$ cat config.mk
export PLATFORM = sky130hd
export DESIGN_NAME = div_request_stage
export DESIGN_NICKNAME = d
export VERILOG_FILES = /design/src/rtl/div_pkg.sv /design/src/rtl/Division.sv /design/src/rtl/div_sign_fixup.sv /design/src/rtl/div_request_stage.sv
export SDC_FILE = /design/constraint.sdc
export NUM_CORES = 1
export LEC_CHECK = 0
export ABC_AREA = 1
export BUFFER_PORTS_ARGS = -buffer_cell sky130_fd_sc_hd__buf_2
export CORE_ASPECT_RATIO = 0.6
export CORE_MARGIN = 1
export CORE_UTILIZATION = 35
export DETAILED_ROUTE_END_ITERATION = 10
export GPL_TIMING_DRIVEN = 0
export HOLD_SLACK_MARGIN = 0.12
export PLACE_DENSITY = 0.55
export SKIP_CTS_REPAIR_TIMING = 1
export SLEW_MARGIN = 20
export SYNTH_ARGS = -nofsm -noshare
export SYNTH_HDL_FRONTEND = slang
export SYNTH_HIERARCHICAL = 1
export SYNTH_SLANG_ARGS = --single-unit
$ cat constraint.sdc
create_clock -name clk -period 59.9 [get_ports clk]
set_clock_uncertainty 0.2 [all_clocks]
set_input_delay 11.98 -clock clk [delete_from_list [all_inputs] [get_ports clk]]
set_output_delay 11.98 -clock clk [all_outputs]
set_load 0.02 [all_outputs]
$ cat src/rtl/div_pkg.sv
// div_pkg: shared types and helpers for the divide request stage.
// Op encoding follows RISC-V M-extension funct3[1:0].
package div_pkg;

  typedef enum logic [1:0] {
    DIV_OP_DIV  = 2'b00,
    DIV_OP_DIVU = 2'b01,
    DIV_OP_REM  = 2'b10,
    DIV_OP_REMU = 2'b11
  } div_op_e;

  typedef enum logic [1:0] {
    ST_IDLE   = 2'b00,
    ST_SETTLE = 2'b01,
    ST_DONE   = 2'b10
  } div_state_e;

  // Signed variants have op[0] clear.
  function automatic logic div_is_signed(input div_op_e op);
    return ~op[0];
  endfunction

  // Remainder variants have op[1] set.
  function automatic logic div_is_rem(input div_op_e op);
    return op[1];
  endfunction

endpackage

$ cat src/rtl/Division.sv
// Division: combinational unsigned restoring array divider.
// A zero divisor naturally yields quotient all-ones and remainder equal to the dividend.
module Division #(
  parameter int l = 16
) (
  input  logic [l-1:0] i_dividend,
  input  logic [l-1:0] i_divisor,
  output logic [l-1:0] o_quotient,
  output logic [l-1:0] o_remainder
);

  logic [l:0] w_rem;

  // One restoring subtract stage per quotient bit, MSB first.
  always_comb begin
    w_rem      = '0;
    o_quotient = '0;
    for (int i = l - 1; i >= 0; i--) begin
      w_rem = {w_rem[l-1:0], i_dividend[i]};
      if (w_rem >= {1'b0, i_divisor}) begin
        w_rem         = w_rem - {1'b0, i_divisor};
        o_quotient[i] = 1'b1;
      end
    end
    o_remainder = w_rem[l-1:0];
  end

endmodule

$ cat src/rtl/div_sign_fixup.sv
// div_sign_fixup: turns the unsigned divider outputs back into a RISC-V result.
// Handles sign restoration and the divide-by-zero / MIN/-1 special cases.
// DIV_FLAGS_EN: when defined, the dbz/ovf flags are also presented as outputs.
module div_sign_fixup
  import div_pkg::*;
#(
  parameter int XLEN = 16
) (
  input  logic [XLEN-1:0] i_q,
  input  logic [XLEN-1:0] i_r,
  input  div_op_e         i_op,
  input  logic            i_sign_a,
  input  logic            i_sign_b,
  input  logic            i_dbz,
  input  logic            i_ovf,
  input  logic [XLEN-1:0] i_a,
  output logic [XLEN-1:0] o_result
`ifdef DIV_FLAGS_EN
  ,
  output logic            o_dbz,
  output logic            o_ovf
`endif
);

  localparam logic [XLEN-1:0] MIN_VAL = {1'b1, {(XLEN-1){1'b0}}};

  logic [XLEN-1:0] w_q_fix;
  logic [XLEN-1:0] w_r_fix;

  // Sign fixup first, then special cases override; signs are already zero for unsigned ops.
  always_comb begin
    w_q_fix = (i_sign_a ^ i_sign_b) ? -i_q : i_q;
    w_r_fix = i_sign_a ? -i_r : i_r;
    if (i_dbz) begin
      w_q_fix = '1;
      w_r_fix = i_a;
    end else if (i_ovf) begin
      w_q_fix = MIN_VAL;
      w_r_fix = '0;
    end
    o_result = div_is_rem(i_op) ? w_r_fix : w_q_fix;
  end

`ifdef DIV_FLAGS_EN
  assign o_dbz = i_dbz;
  assign o_ovf = i_ovf;
`endif

endmodule

$ cat src/rtl/div_request_stage.sv
// div_request_stage: valid/ready request stage in front of the combinational divider.
// Operand magnitudes are registered and held for SETTLE_CYCLES edges before sampling.
// DIV_FLAGS_EN: when defined, adds registered out_dbz/out_ovf outputs.
//
// state     | meaning
// ----------+---------------------------------------------------
// ST_IDLE   | waiting for a request, in_ready high
// ST_SETTLE | divider inputs held, counting settle edges
// ST_DONE   | result valid, waiting for out_ready
module div_request_stage
  import div_pkg::*;
#(
  parameter int XLEN          = 16,
  parameter int SETTLE_CYCLES = 2
) (
  input  logic            clk,
  input  logic            rst,
  input  logic            in_valid,
  output logic            in_ready,
  input  logic [1:0]      in_op,
  input  logic [XLEN-1:0] in_a,
  input  logic [XLEN-1:0] in_b,
  output logic            out_valid,
  input  logic            out_ready,
  output logic [XLEN-1:0] out_result
`ifdef DIV_FLAGS_EN
  ,
  output logic            out_dbz,
  output logic            out_ovf
`endif
);

  localparam int CNT_W = $clog2(SETTLE_CYCLES + 1);
  localparam logic [XLEN-1:0] MIN_VAL = {1'b1, {(XLEN-1){1'b0}}};

  div_state_e      r_state;
  div_state_e      w_state_next;
  div_op_e         r_op;
  logic            r_sign_a;
  logic            r_sign_b;
  logic [XLEN-1:0] r_mag_a;
  logic [XLEN-1:0] r_mag_b;
  logic [XLEN-1:0] r_a;
  logic [CNT_W-1:0] r_cnt;
  logic [XLEN-1:0] r_result;

  div_op_e         w_op;
  logic            w_accept;
  logic            w_last;
  logic            w_sign_a;
  logic            w_sign_b;
  logic [XLEN-1:0] w_mag_a;
  logic [XLEN-1:0] w_mag_b;
  logic [XLEN-1:0] w_q;
  logic [XLEN-1:0] w_r;
  logic            w_dbz;
  logic            w_ovf;
  logic [XLEN-1:0] w_result;

  assign in_ready   = (r_state == ST_IDLE) && !rst;
  assign w_accept   = in_valid && in_ready;
  assign w_op       = div_op_e'(in_op);
  assign w_sign_a   = in_a[XLEN-1] & div_is_signed(w_op);
  assign w_sign_b   = in_b[XLEN-1] & div_is_signed(w_op);
  assign w_mag_a    = w_sign_a ? -in_a : in_a;
  assign w_mag_b    = w_sign_b ? -in_b : in_b;
  assign w_last     = (r_state == ST_SETTLE) && (r_cnt == CNT_W'(SETTLE_CYCLES - 1));

  // Zero magnitude means zero divisor; MIN / -1 shows up as |a|==MIN, |b|==1 with both signs set.
  assign w_dbz      = (r_mag_b == '0);
  assign w_ovf      = r_sign_a & r_sign_b & (r_mag_a == MIN_VAL) & (r_mag_b == XLEN'(1));

  assign out_valid  = (r_state == ST_DONE);
  assign out_result = r_result;

  Division #(.l(XLEN)) u_division (
    .i_dividend  (r_mag_a),
    .i_divisor   (r_mag_b),
    .o_quotient  (w_q),
    .o_remainder (w_r)
  );

`ifdef DIV_FLAGS_EN
  logic w_flag_dbz;
  logic w_flag_ovf;
  logic r_dbz;
  logic r_ovf;
`endif

  div_sign_fixup #(.XLEN(XLEN)) u_fixup (
    .i_q      (w_q),
    .i_r      (w_r),
    .i_op     (r_op),
    .i_sign_a (r_sign_a),
    .i_sign_b (r_sign_b),
    .i_dbz    (w_dbz),
    .i_ovf    (w_ovf),
    .i_a      (r_a),
    .o_result (w_result)
`ifdef DIV_FLAGS_EN
    ,
    .o_dbz    (w_flag_dbz),
    .o_ovf    (w_flag_ovf)
`endif
  );

  // State register.
  always_ff @(posedge clk) begin
    if (rst) r_state <= ST_IDLE;
    else     r_state <= w_state_next;
  end

  // Next-state logic: single request in flight.
  always_comb begin
    w_state_next = r_state;
    case (r_state)
      ST_IDLE:   if (w_accept)  w_state_next = ST_SETTLE;
      ST_SETTLE: if (w_last)    w_state_next = ST_DONE;
      ST_DONE:   if (out_ready) w_state_next = ST_IDLE;
      default:                  w_state_next = ST_IDLE;
    endcase
  end

  // Capture operands on accept, count settle edges, sample the result on the final edge.
  always_ff @(posedge clk) begin
    if (rst) begin
      r_op     <= DIV_OP_DIV;
      r_sign_a <= 1'b0;
      r_sign_b <= 1'b0;
      r_mag_a  <= '0;
      r_mag_b  <= '0;
      r_a      <= '0;
      r_cnt    <= '0;
      r_result <= '0;
    end else if (w_accept) begin
      r_op     <= w_op;
      r_sign_a <= w_sign_a;
      r_sign_b <= w_sign_b;
      r_mag_a  <= w_mag_a;
      r_mag_b  <= w_mag_b;
      r_a      <= in_a;
      r_cnt    <= '0;
    end else if (r_state == ST_SETTLE) begin
      r_cnt <= r_cnt + CNT_W'(1);
      if (w_last) r_result <= w_result;
    end
  end

`ifdef DIV_FLAGS_EN
  // Flags are registered alongside the result.
  always_ff @(posedge clk) begin
    if (rst) begin
      r_dbz <= 1'b0;
      r_ovf <= 1'b0;
    end else if (w_last) begin
      r_dbz <= w_flag_dbz;
      r_ovf <= w_flag_ovf;
    end
  end

  assign out_dbz = r_dbz;
  assign out_ovf = r_ovf;
`endif

endmodule

==> results of run 1 <==
cells in the final DEF, fill, tap and decap left out, types with 14 or more instances in the layout:
cell type	n
o21bai_1	41
a21oi_1	257
or2_2	14
nor3_1	36
fa_1	15
buf_2	80
nand2_2	14
nand2_1	796
nand3_1	233
o21ai_1	63
xor2_1	134
ha_1	246
o21ai_0	199
buf_4	16
inv_1	391
nor2_1	200
dfxtp_1	69
xnor2_1	69
nand4_1	22
sequential cells by signal (all words and copies together) (netlist names):
signal and count:
r_sign_b 1, r_sign_a 1, r_state 2, out_result 16, r_cnt 2, r_mag_a 16, r_a 15, r_mag_b 16
r_op 1
metal layers:
metal / track usage, % / vias up / part of all wire (%)
li1: - / 10210 / -
met1: 36.25 / 9299 / 54
met2: 33.23 / 568 / 39
met3: 2.987 / 23 / 6.8
met4: 2.534 / 0 / 0.78
met5: 0 / - / 0
cell type report:
cell class                      count  area [sq um]  area share [%]
Inverter                          408          1531           7.784
Sequential cell                    70          1403           7.129
Buffer                             66         439.2           2.232
Clock buffer                       10         239.0           1.215
Tap cell                          693         867.1           4.407
Antenna cell                        1         2.502         0.01272
Timing Repair Buffer               56         295.3           1.501
Multi-Input combinational cell   2496         14840           75.42
Clock inverter                      5         58.81          0.2989
worst register-to-register path, delay by kind of cell, from the launching register on:
family	cells	cell delay, ns
AO/OA/AOI/OAI	143	24.70
adder cells (fa/ha/maj)	17	5.54
buffers and inverters	55	8.90
flip-flops	1	0.34
AND/OR/NAND/NOR	111	13.03
final timing paths:
check | start | to | slack (ns)
setup reg to reg | r_mag_b[1] | out_result[10] | 7.11
hold reg to reg | out_result[12] | out_result[12] | 0.26
setup / recovery | r_mag_b[1] | out_result[10] | 7.11
hold / removal | out_result[12] | out_result[12] | 0.26
metrics by stage:
step | hold WS (ns) | util (%) | cells | cell area, sq um
2_1_floorplan | 0.2191 | - | 3040 | 18210
3_3_place_gp | 0.2479 | 37.82 | 3788 | 19350
3_5_place_dp | 0.2501 | 37.86 | 3789 | 19370
4_1_cts | 0.2580 | 38.45 | 3804 | 19670
5_1_grt | 0.2771 | 38.45 | 3805 | 19680
6_report | 0.2576 | 38.45 | 3805 | 19680
==> out/qor.txt, run 1 <==
io pins -> 56
DP Wirelength -> 52.09 mm
Routed wire per std cell -> 16.20 microns
clk buf depth -> 2
Area growth syn-to-layout -> 8.038%
pre-CTS WS -> 8.023 ns
Syn Nets -> 3339
die height -> 178.7 microns
gpl congestion -> 0.9181
average size of a mapped cell -> 5.991 sq um
Slew Viols, Final -> 0
Clk Latency, worst-skew pair -> 0.35 ns
Die Wd -> 296.5 microns
Req. time, crit path -> 59.98 ns
Final Hold Viols -> 0
fin crit period -> 52.79 ns
initial antenna violation count -> 3
Syn Inst Count -> 3040
port bufs -> 55
grt ovf -> 0
CP Class -> flip-flop to flip-flop
clk slew on worst S/H paths -> 0.06 ns
Tot GR Track Use -> 23.00%
largest net degree at the start of global routing -> 24
Routed WL -> 61.66 mm
WHS Path Cells -> 2
synthesized area -> 18210 sq um
synth warn -> 6
CTS Root Cell -> clkbuf_16
Critical Path Fanout Max -> 23
DR pass1 iterations -> 6
WP buf/inv -> 55
Slew @ Worst Pin -> 1.185 ns
ANT nets after route -> 0
outcome -> complete, no violations
CP endpoint kind -> flip-flop
# clock sinks -> 70
Hold Path Class -> flip-flop to flip-flop
CP max stage cell -> inv_1
core area -> 51170 sq um
row cnt -> 64
first-pass GRT wire length -> 97.23 mm
FILL cells -> 5638
Tcrit/Tclk final -> 88.13%
Max Fclk -> 18.94 MHz
setup slack after layout -> 7.107 ns
DRC Markers -> 0
CTS Buf Count -> 9
layout cells sized above 1 -> 7.168%
TNS Setup -> 0 ns
CP delay by family, top -> compound AO/OA/AOI/OAI gates
die area -> 52980 sq um
Crit path depth -> 326
CTS tree -> yes
H-Tree Level Count -> 3
Crit path top cell by count -> a21oi_1
worst r2r path cells -> 326
Iter 0 DRT Violations -> 1701
Max stage delay on crit path -> 0.78 ns
vias -> 20100
vias per cell -> 5.282
max-cap violation count -> 0
Worst setup SP type -> flip-flop
Nets -> 3406
vias in the first global route -> 17950
RSZ-0062 raised after global routing -> false
Initial Util -> 35.59%
Final Setup Violations -> 0
Critical Path AT -> 52.87 ns
relative slew slack -> 20.52%
Power of run 1 is not shown: default switching activity piles up to over one toggle a cycle in this logic, so the estimate is an artifact.
==> run 2, diff against run 1 <==
- ABC_AREA: 1 -> not set
- CTS_BUF_LIST: not set -> sky130_fd_sc_hd__clkbuf_8
- clock period: 59.9 -> 67.8 ns (I/O delays scaled with it)
==> out/qor.txt, run 2 <==
# clock sinks -> 70
Worst setup SP type -> flip-flop
Hold Path Class -> flip-flop to flip-flop
Final Hold Viols -> 0
non-filler cells, final -> 3181
Req. time, crit path -> 67.91 ns
row cnt -> 63
Iter 0 DRT Violations -> 1292
core area -> 50130 sq um
vias -> 18170
dpl cell area -> 19150 sq um
Antenna Cells -> 0
clk slew on worst S/H paths -> 0.09 ns
H-Tree Level Count -> 3
io pins -> 56
die height -> 177.8 microns
synth warn -> 6
DRC Markers -> 0
Syn Nets -> 2724
largest net degree at the start of global routing -> 21
clk buf depth -> 2
Cells after DPL -> 3161
vias in the first global route -> 16700
grt ovf -> 0
relative slew slack -> 20.82%
TNS Setup -> 0 ns
Clk Latency, worst-skew pair -> 0.38 ns
Tcrit/Tclk final -> 91.97%
Die Wd -> 294.9 microns
CP max stage cell -> dfxtp_2
Critical Path Fanout Max -> 19
DR pass1 iterations -> 5
Initial Util -> 35.95%
Final Setup Violations -> 0
Nets -> 2793
DP Wirelength -> 49.08 mm
outcome -> complete, no violations
CTS Buf Count -> 9
layout cells sized above 1 -> 12.73%
WP buf/inv -> 36
CP delay by family, top -> compound AO/OA/AOI/OAI gates
CTS Root Cell -> clkbuf_8
die area -> 52430 sq um
Final Cell Area -> 19440 sq um
fin crit period -> 62.35 ns
first-pass GRT wire length -> 93.28 mm
Tot GR Track Use -> 22.33%
port bufs -> 54
max-cap violation count -> 0
initial antenna violation count -> 0
most common cell after layout, fill and taps aside -> ha_1
gpl congestion -> 0.9058
Max Fclk -> 16.04 MHz
Critical Path AT -> 62.47 ns
Crit path top cell by count -> o21ai_0
average size of a mapped cell -> 7.431 sq um
synthesized area -> 18020 sq um
Routed WL -> 59.42 mm
Slew @ Worst Pin -> 1.188 ns
Syn Inst Count -> 2425
CP endpoint kind -> flip-flop
ANT nets after route -> 0
Area growth syn-to-layout -> 7.880%
Slew Viols, Final -> 0
Routed wire per std cell -> 18.68 microns
Max stage delay on crit path -> 0.69 ns
CP Class -> flip-flop to flip-flop
most frequent cells in the layout -> ha_1 (246), nand2_1 (224), a21oi_1 (190), nor2_1 (184), inv_1 (179)
RSZ-0062 raised after global routing -> false
vias per cell -> 5.710
CTS tree -> yes
run 2: changes by cell type in the layout (fill, tap and decap cells not counted), moves of 32 or more:
cell,change
mux2_2,+127
a21o_1,+48
a21oi_1,-67
xnor2_1,+43
nand2b_1,+34
nand3_1,-192
o21ai_1,-53
nand2_1,-572
nor2b_1,+51
xor2_1,-59
inv_1,-212
o21bai_1,-32
run 2: through the flow:
step / util (%) / hold WS, ns / worst slack, ns
detailed placement: 38.19 / 0.2463 / 4.002
floorplan: - / 0.2228 / 15.74
global placement: 38.19 / 0.2381 / 4.301
CTS: 38.63 / 0.2583 / 3.546
finish: 38.78 / 0.2559 / 5.445
global route: 38.78 / 0.2783 / 0.1341
run 2: cell type report:
class | instances | area, sq um
Buffer | 64 | 312.8
Fill cell | 5310 | 30690
Multi-Input combinational cell | 2101 | 15620
Sequential cell | 70 | 1406
Timing Repair Buffer | 58 | 300.3
Inverter | 190 | 726.9
Clock buffer | 10 | 137.6
Tap cell | 682 | 853.3
Clock inverter | 6 | 85.08
run 2: metal layers:
| metal | track usage (%) | part of all wire (%) |
|---|---|---|
| met1 | 34.55 | 53 |
| met2 | 32.30 | 40 |
| met5 | 0 | 0 |
| met4 | 2.886 | 0.89 |
| met3 | 3.582 | 6.4 |
run 2: worst min-delay path, delay by kind of cell (launching register included):
family	cells	cell delay, ns
flops	1	0.32
simple gates	1	0.05
compound gates	1	0.05
run 2: path summary, 6_finish.rpt:
path	from	to	slack (ns)	cells after the start
worst min-delay path	out_result[12]	out_result[12]	0.26	2
worst max-delay path	r_mag_b[0]	out_result[15]	5.45	281
worst min register to register	out_result[12]	out_result[12]	0.26	2
worst max register to register	r_mag_b[0]	out_result[15]	5.45	281
Power of run 2 is left out for the same reason.
==> run 3, diff against run 2 <==
- SYNTH_HIERARCHICAL: 1 -> not set
==> out/qor.txt, run 3 <==
CTS Buf Count -> 9
Tcrit/Tclk final -> 93.08%
Hold Path Class -> flip-flop to flip-flop
worst r2r path cells -> 252
ys async rst share -> 0%
Crit path top cell by count -> o21ai_0
synthesized area -> 18790 sq um
CP Class -> flip-flop to flip-flop
gpl congestion -> 0.9813
CP endpoint kind -> flip-flop
row cnt -> 65
Slew @ Worst Pin -> 1.198 ns
max-cap violation count -> 0
Slew Viols, Final -> 0
vias -> 20750
Critical Path Start -> r_mag_b[1]
CTS tree -> yes
die height -> 181.5 microns
FF-to-FF End -> out_result[14]
Max Fclk -> 15.85 MHz
TNS Setup -> 0 ns
Tot GR Track Use -> 27.34%
post-synth top area cell -> ha_1
Critical Path AT -> 63.16 ns
CTS Root Cell -> clkbuf_8
average size of a mapped cell -> 7.262 sq um
most frequent cells in the layout -> ha_1 (248), nand2_1 (247), a21oi_1 (225), nor2_1 (202), o21ai_0 (162)
DR pass1 iterations -> 5
relative slew slack -> 19.66%
CP Capture Point -> out_result[14]
vias per cell -> 6.165
Syn Nets -> 2888
# clock sinks -> 70
largest net degree at the start of global routing -> 18
Seq/Total Area, Yosys -> 7.459%
layout cells sized above 1 -> 9.733%
io pins -> 56
grt ovf -> 0
core area -> 52780 sq um
launching point of the worst reg2reg path -> r_mag_b[1]
Critical Path Fanout Max -> 17
RSZ-0062 raised after global routing -> false
outcome -> complete, no violations
Iter 0 DRT Violations -> 2222
synth warn -> 0
first-pass GRT wire length -> 115.3 mm
Yosys reg bits -> 70
port bufs -> 54
WP buf/inv -> 29
Main synth FF type -> dfxtp_1
DRC Markers -> 0
Area growth syn-to-layout -> 8.045%
Crit path depth -> 252
top-area cell type share of the netlist area -> 16.52%
clk buf depth -> 2
Worst setup SP type -> flip-flop
DP Wirelength -> 62.54 mm
Final Hold Viols -> 0
Clk Latency, worst-skew pair -> 0.37 ns
Final Setup Violations -> 0
most common cell after layout, fill and taps aside -> ha_1
Routed wire per std cell -> 22.72 microns
Post-synth top cells -> ha_1 (248), nand2_1 (247), a21oi_1 (225), nor2_1 (203), o21ai_0 (164)
Post-synth EDFFs -> 0
CP delay by family, top -> compound AO/OA/AOI/OAI gates
Req. time, crit path -> 67.86 ns
CP max stage cell -> dfxtp_2
Initial Util -> 35.59%
fin crit period -> 63.11 ns
Yosys cell types -> 101
Nets -> 2957
Syn Inst Count -> 2587
die area -> 54640 sq um
Max stage delay on crit path -> 0.71 ns
clk slew on worst S/H paths -> 0.08 ns
H-Tree Level Count -> 3
Routed WL -> 76.46 mm
vias in the first global route -> 18600
Die Wd -> 301.1 microns
synth top area cells -> ha_1 (17%), dfxtp_1 (7.5%), xnor2_1 (6.4%)
cell with the most instances after synthesis -> ha_1
R2R setup slack -> 4.69 ns
ANT nets after route -> 0
initial antenna violation count -> 0
==> run 3: cell count changes in the layout (fill, tap and decap cells not counted), sizes merged, moves of 16 or more <==
cell    delta
a21oi     +37
inv       -26
xnor2     +25
and3      +16
mux2i     +18
nor2      +17
a21boi    -20
o21a      +18
nand2     +25
mux2      -44
==> run 3: worst register-to-register path: cells and delay by family, from the launching register on <==
family | cells | cell delay [ns]
compound gates | 146 | 36.42
xor+xnor | 1 | 0.15
fa+ha+maj | 17 | 5.22
buf+inv | 29 | 7.70
flops | 1 | 0.71
mux | 5 | 2.03
simple gates | 54 | 10.60
==> run 3: cell type report <==
type	count	area [sq um]
Tap cell	703	879.6
Sequential cell	70	1404
Timing Repair Buffer	58	372.9
Buffer	68	299.0
Antenna cell	1	2.502
Inverter	164	615.6
Multi-Input combinational cell	2285	16510
Clock buffer	9	123.9
Clock inverter	7	90.09
Fill cell	5559	32480
==> run 3: metal layers <==
metal	wire, microns	global-route usage [%]	vias to the layer above
li1	-	-	9743
met1	40660	46.23	9973
met2	26920	34.10	978
met3	8047	5.121	52
met4	826	3.594	0
met5	0	0	-
==> run 3: cells by family (layout without fill, tap and decap cells) <==
kind of cell	Yosys count	in the layout	synth area share, %
xor gates and xnor gates	217	217	10.12
muxes	149	149	8.605
other	0	1	0
buffers and inverters	232	306	4.868
adders and majority gates	263	263	18.12
DFF	70	70	7.459
and+or+nand+nor	851	851	22.28
AOI/OAI and AO/OA	805	805	28.56
==> run 3: worst min path at each step <==
stage                     from          to  slack (ns)  cells past startpoint
floorplan              r_a[10]     r_a[10]        0.24                      2
global placement    r_mag_b[6]  r_mag_b[6]        0.25                      2
CTS                     r_a[9]      r_a[9]        0.27                      2
global route            r_a[2]      r_a[2]        0.28                      2
finish                  r_a[9]      r_a[9]        0.26                      2
detailed placement      r_a[4]      r_a[4]        0.26                      2
==> run 3: metrics by stage <==
step	cell area (sq um)	setup WS, ns	cells	util [%]	hold WS [ns]
4_1_cts	20260	4.848	3364	38.38	0.2662
3_3_place_gp	19940	3.846	3344	37.77	0.2537
2_1_floorplan	18790	19.87	2587	-	0.2364
5_1_grt	20300	0.2338	3364	38.45	0.2837
3_5_place_dp	20040	5.208	3348	37.97	0.2564
6_report	20300	4.692	3365	38.46	0.2645
Power of run 3 is left out for the same reason.
